## src/rtl/wordle_scorer.sv

```systemverilog
// Wordle scorer: takes a 5-letter guess and secret, returns green/yellow/gray per position.
// Latency: accept edge + 10 edges (5 green passes, 5 yellow passes) to result_valid.
// Backpressure: guess_ready only in IDLE; the result is held in DONE until result_ack.
// Optional WORDLE_SCORER_CHARCHECK_EN: adds bad_char and rejects guesses with non 'A'..'Z' characters.
module wordle_scorer #(
    parameter int N_LETTERS = 5,
    parameter int CHAR_W    = 8
) (
    input  logic                          Clk,
    input  logic                          reset,
    input  logic                          guess_valid,
    output logic                          guess_ready,
    input  logic [N_LETTERS*CHAR_W-1:0]   guess_word,
    input  logic [N_LETTERS*CHAR_W-1:0]   secret_word,
    output logic                          result_valid,
    input  logic                          result_ack,
    output logic [2*N_LETTERS-1:0]        colors,
`ifdef WORDLE_SCORER_CHARCHECK_EN
    output logic                          bad_char,
`endif
    output logic                          all_green,
    output logic                          busy
);

    typedef enum logic [1:0] {IDLE, GREEN, YELLOW, DONE} state_t;

    localparam logic [2:0]               LAST      = 3'(N_LETTERS - 1);
    localparam logic [2*N_LETTERS-1:0]   ALL_GREEN = {N_LETTERS{2'b10}};

    state_t state, next_state;

    // Element 0 of each packed array is the first letter (most significant byte).
    logic [0:N_LETTERS-1][CHAR_W-1:0] guess_r;
    logic [0:N_LETTERS-1][CHAR_W-1:0] secret_r;
    logic [0:N_LETTERS-1][1:0]        col_r;
    logic [N_LETTERS-1:0]             used;
    logic [2:0]                       idx;

    logic       idx_ok;
    logic       idx_last;
    logic       skip;
    logic       hit;
    logic [2:0] hit_j;

    assign idx_ok   = (idx <= LAST);
    assign idx_last = (idx == LAST);

`ifdef WORDLE_SCORER_CHARCHECK_EN
    logic bad_in;
    logic bad_pend;

    // Flag any incoming guess character outside 'A'..'Z'.
    always_comb begin
        bad_in = 1'b0;
        for (int i = 0; i < N_LETTERS; i++) begin
            if (guess_word[CHAR_W*i +: CHAR_W] < 8'h41 || guess_word[CHAR_W*i +: CHAR_W] > 8'h5A)
                bad_in = 1'b1;
        end
    end

    // Bad guesses take one pass through GREEN and then jump straight to DONE.
    always_ff @(posedge Clk or posedge reset) begin
        if (reset) begin
            bad_pend <= 1'b0;
            bad_char <= 1'b0;
        end else if (state == IDLE && guess_valid) begin
            bad_pend <= bad_in;
            bad_char <= 1'b0;
        end else if (state == GREEN && bad_pend) begin
            bad_pend <= 1'b0;
            bad_char <= 1'b1;
        end
    end

    assign skip = bad_pend;
`else
    assign skip = 1'b0;
`endif

    // Lowest unused secret position matching the current guess letter.
    always_comb begin
        hit   = 1'b0;
        hit_j = 3'd0;
        for (int j = N_LETTERS - 1; j >= 0; j--) begin
            if (!used[j] && secret_r[j] == guess_r[idx]) begin
                hit   = 1'b1;
                hit_j = 3'(j);
            end
        end
    end

    // State register.
    always_ff @(posedge Clk or posedge reset) begin
        if (reset) state <= IDLE;
        else       state <= next_state;
    end

    // Next-state decode; an out-of-range idx abandons the operation.
    always_comb begin
        next_state = state;
        case (state)
            IDLE:   if (guess_valid) next_state = GREEN;
            GREEN: begin
                if (!idx_ok)       next_state = IDLE;
                else if (skip)     next_state = DONE;
                else if (idx_last) next_state = YELLOW;
            end
            YELLOW: begin
                if (!idx_ok)       next_state = IDLE;
                else if (idx_last) next_state = DONE;
            end
            DONE:   if (result_ack) next_state = IDLE;
            default: next_state = IDLE;
        endcase
    end

    // Datapath: latch words on accept, then green pass and yellow pass one letter per cycle.
    always_ff @(posedge Clk or posedge reset) begin
        if (reset) begin
            guess_r   <= '0;
            secret_r  <= '0;
            col_r     <= '0;
            used      <= '0;
            idx       <= 3'd0;
            all_green <= 1'b0;
        end else begin
            case (state)
                IDLE: begin
                    if (guess_valid) begin
                        guess_r   <= guess_word;
                        secret_r  <= secret_word;
                        col_r     <= '0;
                        used      <= '0;
                        idx       <= 3'd0;
                        all_green <= 1'b0;
                    end
                end
                GREEN: begin
                    if (!idx_ok || skip) begin
                        idx <= 3'd0;
                    end else begin
                        if (guess_r[idx] == secret_r[idx]) begin
                            col_r[idx] <= 2'b10;
                            used[idx]  <= 1'b1;
                        end
                        idx <= idx_last ? 3'd0 : idx + 3'd1;
                    end
                end
                YELLOW: begin
                    if (!idx_ok) begin
                        idx <= 3'd0;
                    end else begin
                        if (col_r[idx] != 2'b10 && hit) begin
                            col_r[idx]  <= 2'b01;
                            used[hit_j] <= 1'b1;
                        end
                        // Yellow updates never touch greens, so the win flag is known now.
                        if (idx_last) all_green <= (col_r == ALL_GREEN);
                        idx <= idx_last ? 3'd0 : idx + 3'd1;
                    end
                end
                default: ;
            endcase
        end
    end

    assign colors       = col_r;
    assign guess_ready  = (state == IDLE);
    assign result_valid = (state == DONE);
    assign busy         = (state == GREEN) || (state == YELLOW);

endmodule

```

## config.mk

```make
export PLATFORM = sky130hd
export DESIGN_NAME = wordle_scorer
export DESIGN_NICKNAME = d
export VERILOG_FILES = /design/src/rtl/wordle_scorer.sv
export SDC_FILE = /design/constraint.sdc
export NUM_CORES = 1
export LEC_CHECK = 0
export ABC_CLOCK_PERIOD_IN_PS = 4470
export CAP_MARGIN = 20
export CORE_UTILIZATION = 50
export DETAILED_ROUTE_END_ITERATION = 6
export GPL_TIMING_DRIVEN = 0
export PLACE_DENSITY = 0.77
export SETUP_SLACK_MARGIN = 0.02
export SLEW_MARGIN = 20
export SYNTH_ARGS = -nofsm -noshare
export SYNTH_HDL_FRONTEND = slang
export SYNTH_SLANG_ARGS = --single-unit
```

## constraint.sdc

```tcl
create_clock -name Clk -period 4.47 [get_ports Clk]
set_input_delay 0.894 -clock Clk [delete_from_list [all_inputs] [get_ports Clk]]
set_output_delay 0.894 -clock Clk [all_outputs]
set_load 0.01 [all_outputs]
```

==> results.sh <==
export IMPL_path_max_fanout=10
export IMPL_cts_setup_buffers=0
export IMPL_filler_cell_count=888
export IMPL_powerDensity_nw_per_um2=766
export IMPL_slew_headroom_pct=53.2
export IMPL_initial_core_util_pct=51.3
export IMPL_clk_pin_slew_ns=0.10
export IMPL_seqPwrFrac_pct=32.0
export IMPL_switching_share_pct=42.0
export IMPL_wl_per_cell_um=18.9
export IMPL_cts_buffers=9
export IMPL_drive_gt1_share_pct=22.8
export IMPL_placed_area_um2=6770
export IMPL_slew_violations=0
export IMPL_final_util_pct=64.1
export IMPL_drtPass1Iterations=4
export IMPL_grt_pass1_wl_um=22500
export IMPL_vdd_ir_drop_max_v=0.000342
export IMPL_power_total_mw=5.35
export IMPL_end_kind="flop"
export IMPL_path_class="reg -> reg"
export IMPL_routed_via_density=5.77
export IMPL_row_count=38
export IMPL_ys_seq_elements=101
export IMPL_yosysUniqueCellTypes=61
export IMPL_dieArea_um2=11600
export IMPL_setup_violations=0
export IMPL_die_w_um=108
export IMPL_num_io_pins=98
export IMPL_portBuffers=97
export IMPL_route_vias_total=4256
export IMPL_grt_pass1_vias=4250
export IMPL_rsz0062_at_grt="false"
export IMPL_grt_overflow=0
export IMPL_drt_wl_total_um=14000
export IMPL_cap_violations=0
export IMPL_clock_latency_ns=0.37
export IMPL_antenna_cells=0
export IMPL_yosysSeqAreaShare_pct=45.2
export IMPL_maxClockFrequency_mhz=284
export IMPL_syn_avg_cell_area_um2=11.6
export IMPL_hpwl_um=10600
export IMPL_nets=682
export IMPL_syn_area_um2=5590
export IMPL_status="complete, no violations"
export IMPL_p_int_mw=3.10
export IMPL_min_path_type="reg -> reg"
export IMPL_stdcell_area_um2=6980
export IMPL_place_congestion=0.867
export IMPL_cts_tree="built"
export IMPL_fin_crit_sh_pct=78.8
export IMPL_p_comb_share_pct=56.0
export IMPL_grt_antenna_before_repair=0
export IMPL_synth_edf_count=0
export IMPL_drt_iter0_markers=237
export IMPL_ys_warn_count=0
export IMPL_die_y_um=108
export IMPL_syn_num_nets=573
export IMPL_synth_area_leaders="dfrtp_1, mux2_2, xnor2_1"
export IMPL_power_switching_mw=2.25
export IMPL_startpoint_type="flop"
export IMPL_power_frac_clock_pct=12.0
export IMPL_synth_top_cell_area_share_pct=45.2
export IMPL_p_leak_nw=2.86
export IMPL_cts_root_buf="clkbuf_8"
export IMPL_hold_buffers=0
export IMPL_grt_usage_pct=25.6
export IMPL_tightestPinTransition_ns=0.702
export IMPL_synth_top_area_cell="dfrtp_1"
export IMPL_cts_sinks=101
export IMPL_async_flop_share_pct=100
export IMPL_hold_ws_ns=0.512
export IMPL_clock_path_buffers=2
export IMPL_post_cts_resized=0
export IMPL_yosys_most_used_dff="dfrtp_1"
export IMPL_arrival_ns=3.78
export IMPL_hold_viol_final=0
export IMPL_synth_cells=483
export IMPL_min_period_ns=3.52
export IMPL_final_setup_tns_ns=0
export IMPL_worstPathRequired_ns=4.72
export IMPL_rrSetupSlack_ns=0.95
export IMPL_drc=0
export IMPL_finClkSkew_ns=0.0105
export IMPL_grt_max_degree=73
export IMPL_core_um2=10900
export IMPL_cts_htree_levels=3
export IMPL_syn_to_final_growth_pct=24.9
export IMPL_ant_nets=0
per-stage QoR:
step,worst slack [ns],instances
2_1_floorplan,0.929,483
3_3_place_gp,-0.513,720
3_5_place_dp,1.02,721
4_1_cts,0.989,737
5_1_grt,0.737,737
6_report,0.947,737
area by class of cell:
class	count	area, um2	share of cell area, %
clock inverter	6	86.3	1.24
tap	140	175	2.51
sequential	101	2530	36.2
multi-input combinational	347	2890	41.3
clock buffer	10	128	1.83
buffer	27	146	2.10
timing repair buffer	98	998	14.3
inverter	8	35.0	0.502
registers in the layout (all words and copies together) (netlist names):
signal     count
guess_r       40
secret_r      40
all_green      1
used           5
state          2
idx            3
colors        10
per-layer routing:
| layer | GRT usage, % | vias up | share of wire, % |
|---|---|---|---|
| met5 | 0 | - | 0 |
| met4 | 8.12 | 0 | 1.9 |
| met3 | 4.18 | 21 | 4.5 |
| met2 | 42.9 | 134 | 50 |
| met1 | 33.8 | 2129 | 44 |
| li1 | - | 1972 | - |
cells in the mapped netlist, types with 7 or more instances:
cell,count
mux2_2,86
mux2i_1,18
xor2_1,23
a21o_1,7
o21ai_0,19
nand3_1,13
buf_1,7
nand2_1,32
a21oi_1,8
a22oi_1,10
inv_1,7
dfrtp_1,101
nor2_1,21
xnor2_1,25
clkbuf_1,8
path summary, 6_finish.rpt:
kind | end | start | cells past startpoint
max in group asynchronous | secret_r[15] | reset | 3
hold reg to reg | guess_r[25] | guess_r[25] | 1
hold / removal | guess_r[25] | guess_r[25] | 1
setup / recovery | colors[9] | idx[2] | 12
min in group asynchronous | state[1] | reset | 2
setup reg to reg | colors[9] | idx[2] | 12
power groups by stage:
stage,Sequential [mW],Combinational (mW),Clock [mW]
3_5_place_dp,1.73,2.97,0
3_3_place_gp,1.69,2.89,0
5_1_grt,1.77,3.23,0.694
6_report,1.71,2.99,0.639
4_1_cts,1.71,2.99,0.649
2_1_floorplan,1.61,2.29,0
placed cells by master, fill, tap and decap left out, types with 6 or more instances in the layout:
master,instances
dfrtp_1,101
clkdlybuf4s50_1,97
mux2_2,86
nand2_1,32
xnor2_1,25
xor2_1,23
nor2_1,21
o21ai_0,19
mux2i_1,18
nand3_1,13
a22oi_1,10
clkbuf_1,9
clkbuf_8,9
a21oi_1,8
a21o_1,7
buf_1,7
buf_2,6
inv_1,6
ha_1,6
logic make-up (layout without fill, tap and decap cells):
| kind of cell | Yosys count | count (layout) | share of synthesized area (%) |
|---|---|---|---|
| flip-flops | 101 | 101 | 45.2 |
| XOR/XNOR | 48 | 48 | 7.52 |
| multiplexers | 107 | 107 | 21.7 |
| buffers and inverters | 35 | 149 | 3.16 |
| AND/OR/NAND/NOR | 99 | 99 | 9.40 |
| AO/OA/AOI/OAI | 87 | 87 | 11.7 |
| adder cells (fa/ha/maj) | 6 | 6 | 1.34 |
critical path: stages, from the launching register on:
cell and delay, ns:
dfrtp_1 0.49, buf_2 0.24, nor2_1 0.46, a22oi_1 0.20, o21ai_2 0.26, xor2_1 0.21, nor4_1 0.07, and4_1 0.24
or4_4 0.56, o21ai_2 0.24, buf_2 0.26, nand2_1 0.07, o311ai_0 0.09
Note: power is estimated with default switching activity, not from simulation.
